`config.mk`:
```
export PLATFORM = sky130hd
export DESIGN_NAME = slice_rr_arb
export DESIGN_NICKNAME = d
export VERILOG_FILES = /design/src/rtl/slice_rr_arb.sv
export SDC_FILE = /design/constraint.sdc
export NUM_CORES = 1
export LEC_CHECK = 0
export CAP_MARGIN = 20
export CELL_PAD_IN_SITES_DETAIL_PLACEMENT = 1
export CELL_PAD_IN_SITES_GLOBAL_PLACEMENT = 1
export CORE_AREA = 2 2 133 135
export DETAILED_ROUTE_END_ITERATION = 8
export DIE_AREA = 0 0 135 137
export DONT_BUFFER_PORTS = 1
export PLACE_DENSITY_LB_ADDON = 0.3
export SLEW_MARGIN = 0
export SYNTH_ARGS = -nofsm -noshare
export SYNTH_HDL_FRONTEND = slang
export SYNTH_SLANG_ARGS = --single-unit
```
`constraint.sdc`:
```
create_clock -name clk -period 2.65 [get_ports clk]
set_clock_uncertainty 0.1 [all_clocks]
set_input_delay 0.53 -clock clk [delete_from_list [all_inputs] [get_ports clk]]
set_output_delay 0.53 -clock clk [all_outputs]
set_load 0.05 [all_outputs]
```
`src/rtl/slice_rr_arb.sv`:
```
// Round-robin arbiter feeding one registered pipeline slice.
// A requester is granted for a whole packet; the grant is released only
// after its last beat has been accepted. Each new grant costs one idle
// arbitration cycle.
module slice_rr_arb #(
  parameter int N_REQ      = 4,
  parameter int DATA_WIDTH = 64,
  parameter int SRC_W      = 2
) (
  input  logic                        clk,
  input  logic                        rstn,
  input  logic [N_REQ-1:0]            req_valid,
  input  logic [N_REQ*DATA_WIDTH-1:0] req_data,
  input  logic [N_REQ-1:0]            req_last,
  output logic [N_REQ-1:0]            req_ready,
  output logic                        out_valid,
  output logic [DATA_WIDTH-1:0]       out_data,
  output logic                        out_last,
  output logic [SRC_W-1:0]            out_src,
  input  logic                        out_ready
);

  typedef enum logic {
    ST_IDLE = 1'b0,
    ST_LOCK = 1'b1
  } state_t;

  state_t                  r_state;
  logic [SRC_W-1:0]        r_grant;
  logic [SRC_W-1:0]        r_rr_ptr;
  logic                    r_out_valid_p1;
  logic [DATA_WIDTH-1:0]   r_out_data_p1;
  logic                    r_out_last_p1;
  logic [SRC_W-1:0]        r_out_src_p1;

  logic                    w_stage_free;
  logic [N_REQ-1:0]        w_ready;
  logic [DATA_WIDTH-1:0]   w_beat;
  logic                    w_beat_last;
  logic                    w_gnt_valid;
  logic                    w_accept;
  logic [2*N_REQ-1:0]      w_rot_dbl;
  logic [N_REQ-1:0]        w_rot;
  logic [SRC_W-1:0]        w_next_grant;

  // The slice can take a new beat when empty or when it drains this cycle.
  assign w_stage_free = ~r_out_valid_p1 | out_ready;

  // Select the granted requester's beat and drive its ready; all others stay 0.
  always_comb begin
    w_ready     = '0;
    w_beat      = '0;
    w_beat_last = 1'b0;
    w_gnt_valid = 1'b0;
    for (int i = 0; i < N_REQ; i++) begin
      if (r_grant == SRC_W'(i)) begin
        w_beat      = req_data[i*DATA_WIDTH +: DATA_WIDTH];
        w_beat_last = req_last[i];
        w_gnt_valid = req_valid[i];
        if (rstn && (r_state == ST_LOCK)) begin
          w_ready[i] = w_stage_free;
        end
      end
    end
  end

  assign req_ready = w_ready;
  assign w_accept  = (r_state == ST_LOCK) & w_gnt_valid & w_stage_free;

  // Rotate the valid vector so bit 0 is rr_ptr, then take the lowest set bit.
  assign w_rot_dbl = {req_valid, req_valid} >> r_rr_ptr;
  assign w_rot     = w_rot_dbl[N_REQ-1:0];

  // Map the lowest set rotated bit back to an absolute requester index.
  always_comb begin
    int off;
    int sum;
    off = 0;
    for (int j = N_REQ - 1; j >= 0; j--) begin
      if (w_rot[j]) begin
        off = j;
      end
    end
    sum = int'(r_rr_ptr) + off;
    if (sum >= N_REQ) begin
      sum = sum - N_REQ;
    end
    w_next_grant = SRC_W'(sum);
  end

  // Arbitration FSM and output register of the slice.
  always_ff @(posedge clk) begin
    if (!rstn) begin
      r_state        <= ST_IDLE;
      r_grant        <= '0;
      r_rr_ptr       <= '0;
      r_out_valid_p1 <= 1'b0;
      r_out_data_p1  <= '0;
      r_out_last_p1  <= 1'b0;
      r_out_src_p1   <= '0;
    end else begin
      // stage p1: load on acceptance, otherwise drop valid once drained
      if (w_accept) begin
        r_out_valid_p1 <= 1'b1;
        r_out_data_p1  <= w_beat;
        r_out_last_p1  <= w_beat_last;
        r_out_src_p1   <= r_grant;
      end else if (r_out_valid_p1 && out_ready) begin
        r_out_valid_p1 <= 1'b0;
      end

      case (r_state)
        ST_IDLE: begin
          if (|req_valid) begin
            r_grant <= w_next_grant;
            r_state <= ST_LOCK;
          end
        end
        ST_LOCK: begin
          if (w_accept && w_beat_last) begin
            r_rr_ptr <= (r_grant == SRC_W'(N_REQ - 1)) ? '0 : r_grant + SRC_W'(1);
            r_state  <= ST_IDLE;
          end
        end
        default: r_state <= ST_IDLE;
      endcase
    end
  end

  assign out_valid = r_out_valid_p1;
  assign out_data  = r_out_data_p1;
  assign out_last  = r_out_last_p1;
  assign out_src   = r_out_src_p1;

endmodule

```
==> results.txt <==
cell class contributing the biggest share of worst-path delay = flip-flops
final critical delay including setup and external delays = 2423 ps
max-slew violation total from the final report = 0
pin count of the biggest net entering global routing = 80
total via count after detailed routing = 4630
Post CTS Setup Buffer Count = 0
Clock Tree Buf Depth = 2
starting density of the core = 0.2587
crit path cell chain = ha_2 > buf_6 > and2_2
Max rail drop VDD = 0.0004099 V
cell type contributing the most total cell area after synthesis = dfxtp_1
n_diodes = 0
Max transition margin = 0.5036
Power per Cell Area = 1293 nW/um^2
finished layout cell area = 4775 sq um
actual transition at the worst max-transition pin = 744.6 ps
crit path capture = req_ready[1]
detailed-router iteration count before antenna repair = 4
number of cells upsized or downsized after cts = 1
CTS tree = built
highest attainable clock frequency = 412.7 MHz
run status = finished, final reports clean
critical path arrival = 1790 ps
core area = 17060 sq um
count of pins on the block boundary = 339
total stage count of the critical path = 3
antenna viol nets, final = 0
start point of the worst hold path = rstn
origin of the worst setup path = r_grant[0]
proportion of netlist area held by the largest area contributor = 0.3313
ranking of synthesized cells by area = dfxtp_1 (33%), a21oi_1 (15%), a221oi_1 (13%), nor3_1 (7.6%), nor2_1 (6.1%)
estimated wirelength of the detail-placed design = 12400 um
total die area = 18500 sq um
worst reg2reg path depth = 8
Remaining Overflow, GRT = 0
routed wirelength normalized by instance count = 21.24 um
static leakage = 0.001565 uW
max_cap viols = 0
CTS H-Tree Depth = 3
placer's final routability congestion estimate = 0.8455
most used standard cell by instance count after synthesis = a21oi_1
antenna violations before repair = 0
most used standard cells in the synthesized netlist = a21oi_1 (130), dfxtp_1 (73), nor2_1 (72)
setup TNS = 0 ps
CTS clk-pin slew, worst paths = 60 ps
reg2reg end = out_data[11]
async set-or-reset flop fraction in the synthesized netlist = 0
launch point of the worst reg-to-reg path = r_grant[0]
number of violations reported at the end of detailed-routing iteration 0 = 218
Largest stage delay, worst path = 450 ps
Num CTS Buffers = 9
worst skew pair latency = 340 ps
CP Class = reg -> out
startpoint class of the critical path = flop
count of clock tree sinks = 73
hold buffer count at CTS = 0
Avg Synthesized Cell Area = 7.316 sq um
wire length of the first global-routing pass = 25230 um
setup repair after global routing missed its margin = false
synthesized area = 4412 sq um
share of post-route cells with drive strength above 1 = 0.07257
hold crit path type = in -> reg
clock root cell = clkbuf_16
Critical-path top delay cell = dfxtp_1
Tcrit/Tclk final = 0.9145
Mapped Cells = 603
placement-stage cell area = 4477 sq um
width of the die = 135 um
distinct cell type count of the synthesized netlist = 40
ys flop type = dfxtp_1
mean number of vias per cell = 5.861
total count of hold-check failures in the final report = 0
std cell rows = 48
IO Port Bufs = 0
global-route usage over all layers = 0.1743
Final nets = 832
Data required, critical path = 2020 ps
warnings from Yosys = 0
floorplan die height = 137 um
number of fillers in the final layout = 2088
final setup vio count = 0
post-synthesis register bit count = 73
Worst Setup End Kind = output port
Post-Route WL = 16780 um
Worst Path Max Fanout = 42
Critical path buffers and inverters = 1
worst-case register-to-register setup slack = 380 ps
nets in the synthesized netlist = 875
post-synthesis to final-layout area growth = 8.225%
DRC violation count after routing = 0
via count of the first global-routing pass = 4666
number of flops mapped to enable cells by yosys = 0
sequential area share after synthesis = 0.3313
[sequential cells by signal, summed over array words and instances (netlist names)]
name,cells
out_data,64
out_src,2
r_grant,2
r_rr_ptr,2
out_last,1
out_valid,1
r_state,1
[cell type report]
type	instances	area, sq um	area share
clock buffers	11	232.7	0.04874
clock inverters	5	56.30	0.01179
inverters	7	26.28	0.005503
multi-input cells	454	2584	0.5411
flip-flops and latches	73	1461	0.3061
well taps	225	281.5	0.05896
repair buffers	15	132.6	0.02778
[power by group]
| group | internal [uW] | total [uW] | switching (uW) |
|---|---|---|---|
| Combinational | 855 | 2240 | 1390 |
| Sequential | 1420 | 2720 | 1300 |
| Clock | 728 | 1210 | 484 |
| Total | 3000 | 6170 | 3170 |
[cells by family after synthesis]
family | share of synthesized area
buffers and inverters | 0.08962
adder cells (fa/ha/maj) | 0.01418
multiplexers | 0.004538
XOR/XNOR | 0.003971
flip-flops | 0.3313
AND/OR/NAND/NOR | 0.1722
AO/OA/AOI/OAI | 0.3843
[routing by layer]
metal	up-vias	GRT usage	wire length, um
met4	0	0.07813	466
li1	2176	-	-
met2	232	0.3051	8354
met3	31	0.05963	1551
met1	2191	0.1911	6411
met5	-	0	0
[worst min-delay path by stage]
stage / to / cells past startpoint
after floorplan: out_src[1] / 2
after global placement: r_rr_ptr[1] / 2
after detailed placement: r_rr_ptr[1] / 2
after CTS: r_state / 2
after global routing: r_state / 2
final: r_state / 2
[per-stage QoR]
step,instances,power [uW],util,worst slack [ps],hold slack (ps)
finish,790,6171,0.2799,226.7,230.8
floorplan,603,4512,-,25.79,383.0
global route,790,6623,0.2799,115.3,215.2
detailed placement,774,4978,0.2625,272.1,456.5
CTS,790,6235,0.2795,87.04,206.1
global placement,774,4882,0.2625,424.5,434.8
[worst reg2reg max path, stage by stage, from the launching register on]
cell,delay (ps)
dfxtp_1,450
inv_1,130
ha_1,240
nor2b_4,150
buf_12,200
a221oi_1,520
nor3_1,110
a21oi_1,150
a21oi_1,80
[cell usage in the layout, fill, tap and decap left out, types with 2 or more instances in the layout]
cell,count
a21boi_0,2
xnor2_1,2
o32ai_1,2
nor3_1,66
buf_6,2
clkinv_2,2
a21oi_1,130
o21ai_0,33
clkbuf_16,9
nand2_1,13
nor2_1,72
ha_2,2
inv_1,6
and2_1,2
nand2b_1,3
mux2i_1,2
buf_4,12
clkbuf_1,2
ha_1,2
o21ai_1,36
a21oi_2,2
nor2b_1,2
dfxtp_1,73
a221oi_1,63
o21a_1,2
(Power assumes the default switching activity.)
